===== src/rtl/apb_pkg.sv =====
// Shared definitions for the APB register bank: FSM encoding, pprot bit indices, counter width.
package apb_pkg;

   typedef enum logic [0:0] {
      StIdle,
      StAccess
   } apb_state_e;

   localparam int unsigned PPROT_PRIV  = 0;
   localparam int unsigned PPROT_NSEC  = 1;
   localparam int unsigned PPROT_INSTR = 2;

   localparam int unsigned WS_W = 4;

   function automatic int unsigned clog2(input int unsigned value);
      int unsigned res;
      res = 0;
      for (int unsigned i = 0; i < 32; i++) begin
         if ((64'd1 << i) < 64'(value)) res = i + 1;
      end
      return res;
   endfunction

endpackage


===== src/rtl/apb_regbank_ws_if.sv =====
// APB3 bus signals for the register bank, with master and slave views.
interface apb_regbank_ws_if #(
   parameter int unsigned ADDR_W = 32,
   parameter int unsigned DATA_W = 32
);

   logic                  psel;
   logic                  penable;
   logic                  pwrite;
   logic [ADDR_W-1:0]     paddr;
   logic [DATA_W-1:0]     pwdata;
   logic [DATA_W/8-1:0]   pstrb;
   logic [2:0]            pprot;
   logic [DATA_W-1:0]     prdata;
   logic                  pready;
   logic                  pslverr;

   modport master (
      output psel, penable, pwrite, paddr, pwdata, pstrb, pprot,
      input  prdata, pready, pslverr
   );

   modport slave (
      input  psel, penable, pwrite, paddr, pwdata, pstrb, pprot,
      output prdata, pready, pslverr
   );

endinterface


===== src/rtl/apb_regbank_decode.sv =====
// Setup-phase address decode: register index and the combined error flag.
module apb_regbank_decode
   import apb_pkg::*;
#(
   parameter int unsigned          ADDR_W    = 32,
   parameter int unsigned          DATA_W    = 32,
   parameter int unsigned          NUM_REGS  = 8,
   parameter logic [ADDR_W-1:0]    BASE_ADDR = '0,
   parameter logic [NUM_REGS-1:0]  RO_MASK   = '0,
   parameter bit                   PRIV_ONLY = 1'b0,
   localparam int unsigned         LSB       = clog2(DATA_W / 8),
   localparam int unsigned         IDX_W     = clog2(NUM_REGS)
) (
   input  logic [ADDR_W-1:0] paddr_i,
   input  logic              pwrite_i,
   input  logic              priv_i,
   output logic [IDX_W-1:0]  idx_o,
   output logic              err_o
);

   logic miss;
   logic misaligned;
   logic ro_write;
   logic unpriv;

   assign idx_o    = paddr_i[LSB+IDX_W-1:LSB];
   assign miss     = paddr_i[ADDR_W-1:LSB+IDX_W] != BASE_ADDR[ADDR_W-1:LSB+IDX_W];
   assign ro_write = pwrite_i && RO_MASK[idx_o];
   assign unpriv   = PRIV_ONLY && !priv_i;

   // Byte-wide registers have no sub-word address bits to check.
   if (LSB > 0) begin : g_align
      assign misaligned = |paddr_i[LSB-1:0];
   end else begin : g_no_align
      assign misaligned = 1'b0;
   end

   assign err_o = miss | misaligned | ro_write | unpriv;

endmodule


===== src/rtl/apb_regbank_ws.sv =====
// Parametrised APB3 register bank with wait states, RO status mapping and access checking.
module apb_regbank_ws
   import apb_pkg::*;
#(
   parameter logic [31:0]          BASE_ADDR   = 32'h0000_0000,
   parameter int unsigned          ADDR_W      = 32,
   parameter int unsigned          DATA_W      = 32,
   parameter int unsigned          NUM_REGS    = 8,
   parameter int unsigned          WAIT_STATES = 0,
   parameter logic [NUM_REGS-1:0]  RO_MASK     = '0,
   parameter bit                   PRIV_ONLY   = 1'b0
) (
   input  logic                         pclk,
   input  logic                         presetn,
   apb_regbank_ws_if.slave              bus,
   input  logic [NUM_REGS*DATA_W-1:0]   status_i,
   output logic [NUM_REGS*DATA_W-1:0]   reg_o
);

   localparam int unsigned IDX_W = clog2(NUM_REGS);
   localparam int unsigned NB    = DATA_W / 8;
   localparam logic [ADDR_W-1:0] BaseA = ADDR_W'(BASE_ADDR);

   apb_state_e          state_q, state_d;
   logic [WS_W-1:0]     cnt_q, cnt_d;
   logic [IDX_W-1:0]    idx_q, idx_d;
   logic                write_q, write_d;
   logic                err_q, err_d;
   logic [DATA_W-1:0]   regs_q [NUM_REGS];
   logic [DATA_W-1:0]   regs_d [NUM_REGS];

   logic [IDX_W-1:0]    dec_idx;
   logic                dec_err;
   logic                ready;
   logic [DATA_W-1:0]   value;

   apb_regbank_decode #(
      .ADDR_W    (ADDR_W),
      .DATA_W    (DATA_W),
      .NUM_REGS  (NUM_REGS),
      .BASE_ADDR (BaseA),
      .RO_MASK   (RO_MASK),
      .PRIV_ONLY (PRIV_ONLY)
   ) u_decode (
      .paddr_i  (bus.paddr),
      .pwrite_i (bus.pwrite),
      .priv_i   (bus.pprot[PPROT_PRIV]),
      .idx_o    (dec_idx),
      .err_o    (dec_err)
   );

   // Response is decoded from registered state only.
   assign ready       = (state_q == StAccess) && (cnt_q == '0);
   assign bus.pready  = ready;
   assign bus.pslverr = ready && err_q;
   assign bus.prdata  = (ready && !write_q && !err_q) ? value : '0;

   always_comb begin
      value = '0;
      for (int i = 0; i < NUM_REGS; i++) begin
         if (idx_q == IDX_W'(i)) begin
            value = RO_MASK[i] ? status_i[i*DATA_W +: DATA_W] : regs_q[i];
         end
      end
   end

   always_comb begin
      for (int i = 0; i < NUM_REGS; i++) begin
         reg_o[i*DATA_W +: DATA_W] = RO_MASK[i] ? '0 : regs_q[i];
      end
   end

   always_comb begin
      state_d = state_q;
      cnt_d   = cnt_q;
      idx_d   = idx_q;
      write_d = write_q;
      err_d   = err_q;
      regs_d  = regs_q;
      unique case (state_q)
         StIdle: begin
            if (bus.psel && !bus.penable) begin
               state_d = StAccess;
               idx_d   = dec_idx;
               write_d = bus.pwrite;
               err_d   = dec_err;
               cnt_d   = WS_W'(WAIT_STATES);
            end
         end
         StAccess: begin
            if (!bus.psel) begin
               state_d = StIdle;
            end else if (bus.penable) begin
               if (cnt_q != '0) begin
                  cnt_d = cnt_q - 1'b1;
               end else begin
                  state_d = StIdle;
                  if (write_q && !err_q) begin
                     for (int b = 0; b < NB; b++) begin
                        if (bus.pstrb[b]) regs_d[idx_q][b*8 +: 8] = bus.pwdata[b*8 +: 8];
                     end
                  end
               end
            end
         end
         default: state_d = StIdle;
      endcase
   end

   always_ff @(posedge pclk or negedge presetn) begin
      if (!presetn) begin
         state_q <= StIdle;
         cnt_q   <= '0;
         idx_q   <= '0;
         write_q <= 1'b0;
         err_q   <= 1'b0;
         for (int i = 0; i < NUM_REGS; i++) regs_q[i] <= '0;
      end else begin
         state_q <= state_d;
         cnt_q   <= cnt_d;
         idx_q   <= idx_d;
         write_q <= write_d;
         err_q   <= err_d;
         regs_q  <= regs_d;
      end
   end

endmodule


===== src/flat_wrapper.sv =====
// flat-port wrapper written by rule: the top's interface ports become plain ports
module apb_regbank_ws_flat import apb_pkg::*;
#(
   parameter logic [31:0]          BASE_ADDR   = 32'h0000_0000,
   parameter int unsigned          ADDR_W      = 32,
   parameter int unsigned          DATA_W      = 32,
   parameter int unsigned          NUM_REGS    = 8,
   parameter int unsigned          WAIT_STATES = 0,
   parameter logic [NUM_REGS-1:0]  RO_MASK     = '0,
   parameter bit                   PRIV_ONLY   = 1'b0
)
  (pclk, presetn, status_i, reg_o, bus_psel, bus_penable, bus_pwrite, bus_paddr, bus_pwdata, bus_pstrb, bus_pprot, bus_prdata, bus_pready, bus_pslverr);
  apb_regbank_ws_if #(.ADDR_W(ADDR_W), .DATA_W(DATA_W)) bus_i ();
  input  logic pclk;
  input  logic presetn;
  input  logic [NUM_REGS*DATA_W-1:0] status_i;
  output logic [NUM_REGS*DATA_W-1:0] reg_o;
  input wire logic [$bits(bus_i.psel)-1:0] bus_psel;
  input wire logic [$bits(bus_i.penable)-1:0] bus_penable;
  input wire logic [$bits(bus_i.pwrite)-1:0] bus_pwrite;
  input wire logic [$bits(bus_i.paddr)-1:0] bus_paddr;
  input wire logic [$bits(bus_i.pwdata)-1:0] bus_pwdata;
  input wire logic [$bits(bus_i.pstrb)-1:0] bus_pstrb;
  input wire logic [$bits(bus_i.pprot)-1:0] bus_pprot;
  output wire logic [$bits(bus_i.prdata)-1:0] bus_prdata;
  output wire logic [$bits(bus_i.pready)-1:0] bus_pready;
  output wire logic [$bits(bus_i.pslverr)-1:0] bus_pslverr;
  assign bus_i.psel = bus_psel;
  assign bus_i.penable = bus_penable;
  assign bus_i.pwrite = bus_pwrite;
  assign bus_i.paddr = bus_paddr;
  assign bus_i.pwdata = bus_pwdata;
  assign bus_i.pstrb = bus_pstrb;
  assign bus_i.pprot = bus_pprot;
  assign bus_prdata = bus_i.prdata;
  assign bus_pready = bus_i.pready;
  assign bus_pslverr = bus_i.pslverr;
  apb_regbank_ws #(.BASE_ADDR(BASE_ADDR), .ADDR_W(ADDR_W), .DATA_W(DATA_W), .NUM_REGS(NUM_REGS), .WAIT_STATES(WAIT_STATES), .RO_MASK(RO_MASK), .PRIV_ONLY(PRIV_ONLY)) u_core (.pclk(pclk), .presetn(presetn), .bus(bus_i), .status_i(status_i), .reg_o(reg_o));
endmodule

===== config.mk =====
export PLATFORM = sky130hd
export DESIGN_NAME = apb_regbank_ws_flat
export DESIGN_NICKNAME = d
export VERILOG_FILES = /design/src/rtl/apb_pkg.sv /design/src/rtl/apb_regbank_ws_if.sv /design/src/rtl/apb_regbank_decode.sv /design/src/rtl/apb_regbank_ws.sv /design/src/flat_wrapper.sv
export SDC_FILE = /design/constraint.sdc
export NUM_CORES = 1
export LEC_CHECK = 0
export BUFFER_PORTS_ARGS = -buffer_cell sky130_fd_sc_hd__buf_2
export CAP_MARGIN = 20
export CORE_AREA = 2 2 243 245
export DETAILED_ROUTE_END_ITERATION = 8
export DIE_AREA = 0 0 245 247
export PLACE_DENSITY = 0.51
export SKIP_CTS_REPAIR_TIMING = 1
export SYNTH_ARGS = -nofsm -noshare
export SYNTH_HDL_FRONTEND = slang
export SYNTH_HIERARCHICAL = 1
export SYNTH_SLANG_ARGS = --single-unit

===== constraint.sdc =====
create_clock -name pclk -period 4.8 [get_ports pclk]
set_clock_uncertainty 0.2 [all_clocks]
set_input_delay 0.24 -clock pclk [delete_from_list [all_inputs] [get_ports pclk]]
set_output_delay 0.24 -clock pclk [all_outputs]
set_load 0.02 [all_outputs]

==> out/results.ini, run 1 <==
[status]
status=finished clean

[clock_tree]
clk_pin_slew_ns=0.05
cts_tree=built
cts_made_buffers=34
cts_root_buf=clkbuf_16
clockBufferDepth=3
clock_latency_ns=0.54
htreeDepth=2
clock_sinks=266

[pwr]
p_int_mw=4.428
peakVddDrop_uv=304.2
p_sw_share_pct=27.57
power_leakage_nw=8.915
p_seq_share_pct=39.3
power.switching_mw=1.685
share_comb_of_total_power_pct=13.2
clock_power_share_pct=47.6
cellPowerDensity_nw_per_um2=356.4
p_total_mw=6.113

[grt]
grt_pass1_wl_mm=66.94
grt_max_degree=107
track_usage_pct=15.27
grt_overflow=0
antenna_found_initial=3
grt_pass1_vias=9297

[sta]
hold_violations=0
fin_crit_sh_pct=81.75
max_freq_ghz=0.2548
rsz0062_at_grt=no
fin_crit_ns=3.924
max_slew_margin_pct=24.36
maxSlewViolCount=0
tightest_slew_ns=1.126
final-setup-viol-count=0
tns_ns=0

[synth]
synth_xor_area_share_pct=0
synth_area_um2=12740
synth_area_leaders=dfrtp_1, mux2_2, mux4_2, nor4_4, mux2i_1
synthSimpleGateAreaFrac_pct=7.505
syn-num-nets=1175
synth_compound_area_share_pct=4.450
synth_top_cell_area_share_pct=52.26
synth_area_leader_cell=dfrtp_1
ys_types=46
synth_area_per_cell_um2=15.13
synth_top_family_by_area=multiplexers
yosysWarnings=6
yosysMostFrequentCell=mux2_2
synthTopCellsByCount=mux2_2, dfrtp_1, mux4_2
synth_ff_type=dfrtp_1
synthArstFlopShare_pct=100.0
synth-edff-count=0
synthAdderAreaFrac_pct=0.09823
synthMuxAreaShare_pct=33.18
ys_seq_elements=266
synth_cells=842
synth.yosys.seq_area_share_pct=52.26

[detailed_routing]
wl_per_cell_um=22.95
via_count=9251
drt-initial-drc-count=550
wirelength_mm=47.06
vias_per_cell=4.510
ant_nets=0
drtPass1Iterations=4
drc=0

[setup_path]
critPathRequiredTime_ns=4.36
reg2reg_depth=3
critPathCaptureType=output port
worst-path-max-fanout=35
arrival_ns=3.48
worst-setup-path-type=reg -> out
cp-start-kind=flop

[floorplan]
fp-row-count=89
fp.dieH_um=247
dieArea_um2=60520
initial_utilization_pct=21.87
core_area_um2=58240
dieWidth_um=245
boundaryPins=622

[worst_hold_path]
hold_class=in -> async

[run]
cap_violations=0

[place]
hpwl_mm=31.97
gp_congestion=0.7595
port_buffers=362

[layout]
final_nets=1583
area_growth_pct=34.66
drive_gt1_share_pct=61.44
num-fill-cells=5931

## worst max-delay path, stage by stage (launching register included)
cell and delay (ns):
dfrtp_1 0.42, inv_1 0.08, ha_1 0.24, nand4bb_4 0.14
buf_4 0.37, or2_2 0.71, nor4_1 0.69, buf_2 0.29
## cell usage in the layout (no fill, tap or decap), types with 10 or more instances in the layout
master	instances
mux2_2	274
a211oi_1	11
mux2i_1	24
buf_2	361
clkbuf_16	37
nor4_4	24
nand2_1	12
mux4_2	34
a22o_1	13
mux2_1	12
buf_4	17
nor2_1	13
o22a_1	10
dlygate4sd3_1	42
dfrtp_1	263
o221ai_1	11
## metrics by stage
| step | area [µm²] | utilization [%] | hold WS [ns] | instances | setup slack [ns] |
|---|---|---|---|---|---|
| 4_1_cts | 16730 | 28.72 | -0.5715 | 2007 | 0.8841 |
| 5_1_grt | 17150 | 29.44 | 0.06637 | 2049 | 0.8014 |
| 3_3_place_gp | 15440 | 26.51 | 0.02973 | 1945 | 1.456 |
| 6_report | 17150 | 29.45 | 0.03457 | 2051 | 0.8759 |
| 2_1_floorplan | 12740 | - | -0.2556 | 842 | 1.974 |
| 3_5_place_dp | 15440 | 26.51 | 0.03250 | 1945 | 1.475 |
## kinds of logic (layout without fill, tap and decap cells)
kind of cell	Yosys count	in the layout
other cells	0	2
mux	344	344
fa+ha+maj	1	1
flops	266	266
compound gates	71	71
buf+inv	58	492
simple gates	102	102
## sequential cells by signal, indices dropped and copies added (netlist names)
| name | cells |
|---|---|
| u_core/write_q | 1 |
| u_core/idx_q | 3 |
| u_core/reg_o | 256 |
| u_core/cnt_q | 4 |
| u_core/state_q | 1 |
| u_core/err_q | 1 |
## routing by layer
metal  wire length (µm)  vias up  track usage (%)
met5                 29        -                0
met4               1033        4            4.430
met3               3517       63            4.048
met2              22220      299            24.11
met1              20260     4824            20.48
li1                   -     4061                -
## path summary, 6_finish.rpt
| kind | from | to | slack, ns |
|---|---|---|---|
| max | u_core/cnt_q[0]$_DFFE_PN0P_ | bus_prdata[20] | 0.88 |
| min | presetn | u_core/reg_o[221]$_DFFE_PN0P_ | 0.03 |
| max reg2reg | u_core/idx_q[0]$_DFFE_PN0P_ | u_core/reg_o[167]$_DFFE_PN0P_ | 1.65 |
| min reg2reg | u_core/reg_o[248]$_DFFE_PN0P_ | u_core/reg_o[248]$_DFFE_PN0P_ | 0.31 |
| max in group asynchronous | presetn | u_core/reg_o[137]$_DFFE_PN0P_ | 3.32 |
| min in group pclk | bus_pwrite | u_core/write_q$_DFFE_PN0P_ | 0.28 |
## power by group through the flow
stage / Sequential [mW] / Clock (mW) / Combinational (mW)
6_report: 2.40 / 2.91 / 0.804
5_1_grt: 2.41 / 3.10 / 0.876
4_1_cts: 2.40 / 3.01 / 0.796
3_5_place_dp: 2.44 / 0 / 0.796
3_3_place_gp: 2.44 / 0 / 0.787
2_1_floorplan: 2.35 / 0 / 0.533
## layout make-up
| class | count | area (µm²) | area share [%] |
|---|---|---|---|
| multi-input cells | 518 | 5791 | 33.76 |
| well taps | 773 | 967.2 | 5.639 |
| diodes | 2 | 5.005 | 0.02918 |
| clock buffers | 46 | 1020 | 5.945 |
| inverters | 7 | 26.28 | 0.1532 |
| clock inverters | 16 | 267.8 | 1.561 |
| repair buffers | 423 | 2410 | 14.05 |
| flip-flops and latches | 266 | 6665 | 38.86 |
(Power assumes the default switching activity.)
==> inputs of run 2 (changes only) <==
--- a/config.mk
+++ b/config.mk
@@ -10,7 +10,7 @@
 export CORE_AREA = 2 2 243 245
 export DETAILED_ROUTE_END_ITERATION = 8
 export DIE_AREA = 0 0 245 247
-export PLACE_DENSITY = 0.51
+export PLACE_DENSITY = 0.53
 export SKIP_CTS_REPAIR_TIMING = 1
 export SYNTH_ARGS = -nofsm -noshare
 export SYNTH_HDL_FRONTEND = slang
==> constraint.sdc (replaced) <==
create_clock -name pclk -period 3.1 [get_ports pclk]
set_clock_uncertainty 0.2 [all_clocks]
set_input_delay 0.155 -clock pclk [delete_from_list [all_inputs] [get_ports pclk]]
set_output_delay 0.155 -clock pclk [all_outputs]
set_load 0.02 [all_outputs]
==> run 2 against run 1 <==
Effect of this change: sequential power grew 51%; sequential share of layout area shrank 0.79 points; cell count grew 1.9%; combinational power grew 82%; first-iteration DRC count shrank 19%; non-clock buffer count grew 45; utilization grew 0.61 points; critical endpoint is now bus_prdata[22]; largest cell class unchanged; highest routed layer unchanged.
==> out/results.ini, run 2 (same netlist as run 1, synthesis figures left out) <==
[pwr]
p_seq_share_pct=39.8  ; +0.5 points
p_sw_share_pct=28.20  ; +0.63 points
p_int_mw=6.527  ; +47%
clock_power_share_pct=44.2  ; -3.4 points
share_comb_of_total_power_pct=16.0  ; +2.8 points
power_leakage_nw=9.126  ; +2.4%
cellPowerDensity_nw_per_um2=519.2  ; +46%
power.switching_mw=2.563  ; +52%
peakVddDrop_uv=292.6  ; -3.8%

[layout]
final_cell_area_um2=17510  ; +2.1%
layout_common_cells=buf_2, mux2_2, dfrtp_1
largest_register_ff_count=256  ; unchanged
area_growth_pct=37.46
instances_no_fill=2089  ; +1.9%
final_common_cell=buf_2
drive_gt1_share_pct=62.61  ; +1.2 points
insertedDiodeCount=0  ; -2
final_nets=1629  ; +2.9%

[setup_path]
critPathCaptureType=output port
cp-start-kind=flop
path_common_cell=buf_4
critPathRequiredTime_ns=2.74  ; -1.62 ns
slowest_stage=dfrtp_2
cp_cell_sequence=buf_4 -> buf_4 -> nand2b_2 -> buf_4 -> o221ai_1 -> a211oi_1 -> buf_2
worst-setup-path-type=reg -> out
slowest_delay_ns=0.39  ; -0.32 ns
arrival_ns=2.58  ; -0.90 ns
worst-path-max-fanout=14  ; -60%

[floorplan]
fp-row-count=89  ; unchanged
initial_utilization_pct=21.87  ; unchanged
core_area_um2=58240  ; unchanged
dieWidth_um=245  ; unchanged
fp.dieH_um=247  ; unchanged
boundaryPins=622  ; unchanged
dieArea_um2=60520  ; unchanged

[clock_tree]
clock_latency_ns=0.53  ; about the same
cts_root_buf=clkbuf_16
htreeDepth=2  ; unchanged
clk_pin_slew_ns=0.06  ; about the same
clock_sinks=266  ; unchanged
cts_tree=built
cts_made_buffers=34  ; unchanged
clockBufferDepth=3  ; unchanged

[place]
port_buffers=362  ; unchanged
gp_congestion=0.7883  ; +3.8%
pre_cts_ws_ns=0.3352  ; -1.140 ns
hpwl_mm=32.76  ; +2.5%
place_inst=1980  ; +1.8%
placed_cell_area_um2=15810  ; +2.4%

[sta]
max_freq_ghz=0.3411
fin_crit_sh_pct=94.58
final-setup-viol-count=0  ; unchanged
maxSlewViolCount=0  ; unchanged
fin_crit_ns=2.932
max_slew_margin_pct=38.89  ; +15 points
hold_violations=0  ; unchanged
tns_ns=0  ; unchanged
fin_ws_ns=0.1680  ; -0.7079 ns
tightest_slew_ns=0.9096  ; -0.2165 ns
rsz0062_at_grt=no

[grt]
grt_overflow=0  ; unchanged
grt_pass1_wl_mm=65.77  ; -1.8%
grt_pass1_vias=9646  ; +3.8%
track_usage_pct=14.76  ; -0.51 points
antenna_found_initial=3  ; unchanged
grt_max_degree=91  ; -15%

[worst_hold_path]
hold_class=in -> async

[detailed_routing]
via_count=9330  ; +0.85%
wl_per_cell_um=22.30  ; -2.8%
ant_nets=0  ; unchanged
drtPass1Iterations=4  ; unchanged
wirelength_mm=46.58  ; -1.0%
drt-initial-drc-count=443  ; -19%
vias_per_cell=4.466  ; -0.98%
drc=0  ; unchanged

[status]
status=finished clean

[run]
cap_violations=0  ; unchanged

==> run 2: layout make-up <==
type	instances	area, µm²
tap	773	967.2
fill	5961	40730
sequential	266	6665
timing repair buffer	468	2907
inverter	7	26.28
clock buffer	46	987.2
multi-input combinational	519	5818
clock inverter	10	137.6
==> run 2: layer usage <==
metal,vias to the layer above,routed length [µm],global-route usage (%)
li1,4128,-,-
met1,4843,19800,19.00
met2,294,22060,23.69
met3,61,3494,4.363
met4,4,1204,4.788
met5,-,21,0
==> run 2: through the flow <==
step	power, mW	utilization, %	hold slack [ns]
2_1_floorplan	4.464	-	-0.3406
3_3_place_gp	5.042	27.15	-0.1261
3_5_place_dp	5.065	27.15	-0.1250
4_1_cts	9.161	29.08	-0.7166
5_1_grt	9.503	30.06	0.01328
6_report	9.091	30.06	0.01673
==> run 2: final timing paths <==
kind	to	startpoint	slack [ns]	cells after the start
worst max-delay path	bus_prdata[22]	u_core/idx_q[2]$_DFFE_PN0P_	0.17	7
worst min-delay path	u_core/reg_o[76]$_DFFE_PN0P_	presetn	0.02	3
worst max register to register	u_core/reg_o[223]$_DFFE_PN0P_	u_core/cnt_q[0]$_DFFE_PN0P_	0.28	6
worst min register to register	u_core/reg_o[253]$_DFFE_PN0P_	u_core/reg_o[253]$_DFFE_PN0P_	0.32	1
max in group asynchronous	u_core/reg_o[254]$_DFFE_PN0P_	presetn	2.14	3
min in group pclk	u_core/reg_o[225]$_DFFE_PN0P_	bus_pstrb[0]	0.18	4
==> run 2: power groups by stage <==
| stage | combinational [mW] | clock, mW | sequential (mW) |
|---|---|---|---|
| 6_report | 1.46 | 4.01 | 3.62 |
| 5_1_grt | 1.57 | 4.30 | 3.63 |
| 3_3_place_gp | 1.35 | 0 | 3.69 |
| 4_1_cts | 1.37 | 4.15 | 3.63 |
| 3_5_place_dp | 1.37 | 0 | 3.70 |
| 2_1_floorplan | 0.826 | 0 | 3.64 |
==> run 2: worst max-delay path: cells and delay by family (launching register included) <==
kind | cells | cell delay [ns]
DFF | 1 | 0.39
AOI/OAI and AO/OA | 2 | 0.53
buffers and inverters | 4 | 0.91
and+or+nand+nor | 1 | 0.19
